--- src/rtl/fmac_pkg.sv ---
// Shared types and constants for the FMAC accumulator slice.
package fmac_pkg;

  typedef enum logic [1:0] {
    IDLE  = 2'd0,
    ACCUM = 2'd1,
    DONE  = 2'd2
  } state_t;

  localparam int PROD_W    = 16;
  localparam int ACC_W_DEF = 18;
  localparam int LEN_W_DEF = 4;

endpackage

--- src/rtl/fmac_sat_add.sv ---
// Signed accumulate step: acc + sign-extended product, overflow flag, optional clamp (FMAC_ACC_SATURATE_EN).
// Latency: purely combinational.
// Backpressure: none, evaluated every cycle.
module fmac_sat_add
  import fmac_pkg::*;
#(
  parameter int ACC_W = ACC_W_DEF
) (
  input  logic [ACC_W-1:0]  acc_in,
  input  logic [PROD_W-1:0] prod_in,
  output logic [ACC_W-1:0]  sum_out,
  output logic              ovf_out
);

  logic [ACC_W-1:0] prod_ext;
  logic [ACC_W-1:0] raw_sum;

  always_comb begin
    prod_ext = {{(ACC_W-PROD_W){prod_in[PROD_W-1]}}, prod_in};
    raw_sum  = acc_in + prod_ext;
    // Overflow only when both operands share a sign and the result flips it.
    ovf_out  = (acc_in[ACC_W-1] == prod_ext[ACC_W-1]) &&
               (raw_sum[ACC_W-1] != acc_in[ACC_W-1]);
`ifdef FMAC_ACC_SATURATE_EN
    if (ovf_out) begin
      sum_out = acc_in[ACC_W-1] ? {1'b1, {(ACC_W-1){1'b0}}}
                                : {1'b0, {(ACC_W-1){1'b1}}};
    end else begin
      sum_out = raw_sum;
    end
`else
    sum_out = raw_sum;
`endif
  end

endmodule

--- src/rtl/fmac_accumulator.sv ---
// Accumulates len+1 signed products into a sticky-overflow accumulator; saturation under FMAC_ACC_SATURATE_EN.
// Latency: acc_valid rises the cycle after the final product handshake.
// Backpressure: prod_ready only in ACCUM; result held in DONE until acc_ready.
module fmac_accumulator
  import fmac_pkg::*;
#(
  parameter int ACC_W = ACC_W_DEF,
  parameter int LEN_W = LEN_W_DEF
) (
  input  logic              clk,
  input  logic              rst_n,
  input  logic              start,
  input  logic [LEN_W-1:0]  len,
  input  logic [PROD_W-1:0] prod_in,
  input  logic              prod_valid,
  output logic              prod_ready,
  output logic [ACC_W-1:0]  acc_out,
  output logic              acc_valid,
  input  logic              acc_ready,
  output logic              overflow,
  output logic              busy
);

  state_t           state_q, state_d;
  logic [ACC_W-1:0] acc_q, acc_d;
  logic [LEN_W-1:0] rem_q, rem_d;
  logic             ovf_q, ovf_d;

  logic [ACC_W-1:0] add_sum;
  logic             add_ovf;

  fmac_sat_add #(
    .ACC_W (ACC_W)
  ) u_sat_add (
    .acc_in  (acc_q),
    .prod_in (prod_in),
    .sum_out (add_sum),
    .ovf_out (add_ovf)
  );

  always_ff @(posedge clk or negedge rst_n) begin
    if (!rst_n) begin
      state_q <= IDLE;
      acc_q   <= '0;
      rem_q   <= '0;
      ovf_q   <= 1'b0;
    end else begin
      state_q <= state_d;
      acc_q   <= acc_d;
      rem_q   <= rem_d;
      ovf_q   <= ovf_d;
    end
  end

  always_comb begin
    state_d    = state_q;
    acc_d      = acc_q;
    rem_d      = rem_q;
    ovf_d      = ovf_q;
    prod_ready = 1'b0;
    acc_valid  = 1'b0;
    busy       = 1'b1;
    case (state_q)
      IDLE: begin
        busy = 1'b0;
        if (start) begin
          rem_d   = len;
          acc_d   = '0;
          ovf_d   = 1'b0;
          state_d = ACCUM;
        end
      end
      ACCUM: begin
        prod_ready = 1'b1;
        if (prod_valid) begin
          acc_d = add_sum;
          ovf_d = ovf_q | add_ovf;
          // remaining counts products still owed after this one
          if (rem_q == '0) begin
            state_d = DONE;
          end else begin
            rem_d = rem_q - LEN_W'(1);
          end
        end
      end
      DONE: begin
        acc_valid = 1'b1;
        if (acc_ready) begin
          state_d = IDLE;
        end
      end
      default: begin
        state_d = IDLE;
      end
    endcase
  end

  assign acc_out  = acc_q;
  assign overflow = ovf_q;

endmodule
--- config.mk ---
export PLATFORM = sky130hd
export DESIGN_NAME = fmac_accumulator
export DESIGN_NICKNAME = d
export VERILOG_FILES = /design/src/rtl/fmac_pkg.sv /design/src/rtl/fmac_sat_add.sv /design/src/rtl/fmac_accumulator.sv
export SDC_FILE = /design/constraint.sdc
export NUM_CORES = 1
export LEC_CHECK = 0
export BUFFER_PORTS_ARGS = -buffer_cell sky130_fd_sc_hd__buf_4
export CAP_MARGIN = 20
export CORE_AREA = 2 2 83 85
export CTS_CLUSTER_SIZE = 24
export DETAILED_ROUTE_END_ITERATION = 7
export DIE_AREA = 0 0 85 87
export GPL_TIMING_DRIVEN = 0
export PLACE_DENSITY = 0.6
export SKIP_LAST_GASP = 1
export SLEW_MARGIN = 15
export SYNTH_ARGS = -nofsm -noshare
export SYNTH_HDL_FRONTEND = slang
export SYNTH_SLANG_ARGS = --single-unit
--- constraint.sdc ---
create_clock -name clk -period 6.6 [get_ports clk]
set_clock_uncertainty 0.1 [all_clocks]
set_input_delay 0.33 -clock clk [delete_from_list [all_inputs] [get_ports clk]]
set_output_delay 0.33 -clock clk [all_outputs]
set_load 0.05 [all_outputs]
==> impl_metrics.env <==
export IMPL_grt_usage_pct=13.7
export IMPL_holdPathEnd="state_q[0]"
export IMPL_num_rows=30
export IMPL_status="finished clean"
export IMPL_hold_violations=0
export IMPL_r2r_start="acc_out[0]"
export IMPL_setup_viol=0
export IMPL_setup_tns_ps=0
export IMPL_nets=323
export IMPL_synth_edf_count=0
export IMPL_cts_setup_buffers=0
export IMPL_synth_area_per_cell_um2=8.42
export IMPL_cts_sinks=25
export IMPL_setup_worst_path_start_class="flop"
export IMPL_r2r_cells=10
export IMPL_relSlewSlack_pct=62.9
export IMPL_antenna_found_initial=0
export IMPL_drtIter0Drc=87
export IMPL_die_area_um2=7400
export IMPL_hold_path_startpoint="start"
export IMPL_worstReg2RegEnd="acc_out[16]"
export IMPL_cts_buffer_depth=2
export IMPL_numCtsBuffers=3
export IMPL_r2r_slack_ps=3940
export IMPL_n_antenna_cell=0
export IMPL_hold_slack_ps=225
export IMPL_drc=0
export IMPL_ir_drop_v=0.000221
export IMPL_synth_largest_area_cell="dfrtp_1"
export IMPL_yosys_area_share_simple_pct=19.9
export IMPL_synth_top_family_by_area="compound AO/OA/AOI/OAI gates"
export IMPL_final_cell_mix="buf_4, nand2_1, o21ai_0, dfrtp_1, a21oi_1"
export IMPL_core_um2=6570
export IMPL_path_max_fanout=4
export IMPL_worstMarginPinSlew_ps=551
export IMPL_drive_gt1_share_pct=21.6
export IMPL_holdCritPathClass="primary input to flop"
export IMPL_dr_pass1_iters=4
export IMPL_synth_compound_area_share_pct=24.7
export IMPL_syn_inst=227
export IMPL_cts_tree="built"
export IMPL_maxSlewViolCount=0
export IMPL_synthAdderAreaFrac_pct=12.8
export IMPL_post_route_period_util_pct=40.2
export IMPL_wl_mm=4.80
export IMPL_dp_hpwl_mm=3.70
export IMPL_cts_resized=0
export IMPL_seq_area_frac_synth_pct=32.7
export IMPL_cp_arrival_ps=2760
export IMPL_period_minus_slack_ps=2660
export IMPL_final_common_cell="buf_4"
export IMPL_fp_dieH_um=87
export IMPL_synthTopCellsByArea="dfrtp_1, ha_1, o21ai_0"
export IMPL_grt_pass1_vias=1809
export IMPL_clk_latency_ps=280
export IMPL_rsz0062_at_grt="false"
export IMPL_start_util_pct=29.1
export IMPL_root_buffer="clkbuf_8"
export IMPL_gp_congestion=0.788
export IMPL_area_growth_pct=26.4
export IMPL_port_buffers=46
export IMPL_synth_nets=271
export IMPL_cap_violations=0
export IMPL_die_width_um=85
export IMPL_synth_top_flop_cell="dfrtp_1"
export IMPL_via_count=1809
export IMPL_holdPathStages=3
export IMPL_crit_path_end_kind="flop"
export IMPL_wire_per_inst_um=13.4
export IMPL_path_clk_slew_ps=100
export IMPL_ios=47
export IMPL_netlist_area_um2=1910
export IMPL_max_freq_mhz=377
export IMPL_synth_xor_xnor_area_share_pct=5.04
export IMPL_critical_path_class="flop to flop"
export IMPL_final_core_util_pct=36.8
export IMPL_ys_types=49
export IMPL_synthMuxAreaShare_pct=1.11
export IMPL_ys_ff_latch=25
export IMPL_grt_first_pass_wirelength_mm=8.23
export IMPL_synth_top_area_share_pct=32.7
export IMPL_p_per_area_nw_per_um2=544
export IMPL_cp_required_ps=6700
export IMPL_postRouteAntennaNets=0
export IMPL_grt_ovfl_total=0
export IMPL_grt_max_degree=26
export IMPL_cellLeakagePower_nw=1.18
export IMPL_async_flop_share_pct=100
export IMPL_yosysWarnings=0
export IMPL_vias_per_cell=5.05
export IMPL_h_tree_depth=1
-- worst max-delay path by stage --
stage | to | slack [ps] | start
6_report | acc_out[16] | 3940 | acc_out[0]
5_1_grt | acc_out[14] | 3740 | acc_out[0]
4_1_cts | acc_out[16] | 3880 | acc_out[0]
3_5_place_dp | acc_out[16] | 3900 | prod_in[0]
3_3_place_gp | acc_out[14] | 3920 | prod_in[0]
2_1_floorplan | acc_out[16] | 3940 | acc_out[0]
-- power breakdown --
group | switching (mW) | internal (mW) | total [mW]
clock network | 0.0556 | 0.0430 | 0.0986
registers | 0.0636 | 0.227 | 0.291
logic | 0.582 | 0.342 | 0.924
total | 0.701 | 0.612 | 1.31
-- Yosys cell counts (all sizes together) (2+ instances only) --
cell type and count:
or3 3, xnor2 5, nor3 7, nand3b 2
ha 18, nand2b 2, o21ai 26, a21o 7
nand2 33, dfrtp 25, and2 4, nor2 11
and3 5, buf 3, o21a 2, a22o 2
xor2 6, inv 10, nor2b 3, a21oi 26
clkbuf 3, a31oi 2, a41oi 2
-- cell type report --
type	count	area [µm²]
Clock inverter	1	7.51
Inverter	10	37.5
Multi-Input combinational cell	186	1220
Tap cell	80	100
Buffer	6	32.5
Clock buffer	3	41.3
Fill cell	689	4150
Sequential cell	25	626
Timing Repair Buffer	47	355
-- kinds of logic (layout without fill, tap and decap cells) --
group	count (synthesis)	in the layout
XOR/XNOR	11	11
flip-flops	25	25
buffers and inverters	16	67
AND/OR/NAND/NOR	77	77
multiplexers	2	2
adder cells (fa/ha/maj)	19	19
AO/OA/AOI/OAI	77	77
-- worst max-delay path, stage by stage (launching register included) --
cell	delay, ps
dfrtp_1	390
ha_1	180
inv_1	50
fa_1	420
nor2b_4	150
o31a_1	170
o21ai_2	80
o21ai_0	460
a41oi_1	230
xor2_1	180
o21ai_0	160
-- flip-flops by register name (all words and copies together), names as in the netlist --
| signal | cells |
|---|---|
| acc_out | 18 |
| rem_q | 4 |
| state_q | 2 |
| overflow | 1 |
-- through the flow --
stage / instances / power (mW) / cell area (µm²) / setup WS [ps]
after detailed placement: 353 / 1.22 / 2360 / 3900
after global placement: 353 / 1.21 / 2360 / 3920
after floorplan: 227 / 0.981 / 1910 / 3940
after global routing: 358 / 1.44 / 2420 / 3740
final: 358 / 1.31 / 2420 / 3940
after CTS: 358 / 1.33 / 2420 / 3880
-- per-layer routing --
metal / GRT usage [%] / part of all wire (%) / routed length [µm]
met2: 22.4 / 46 / 2220
met5: 0 / 0 / 0
met3: 2.09 / 4.5 / 218
met4: 3.90 / 1.4 / 65
met1: 18.7 / 48 / 2300
-- what timing repair did --
item,4_1_cts,5_1_grt
setup endpoints to repair,0,0
endpoints found under the hold margin,25,0
hold buffers,1,0
No activity file was read; power rests on OpenSTA's default activity.
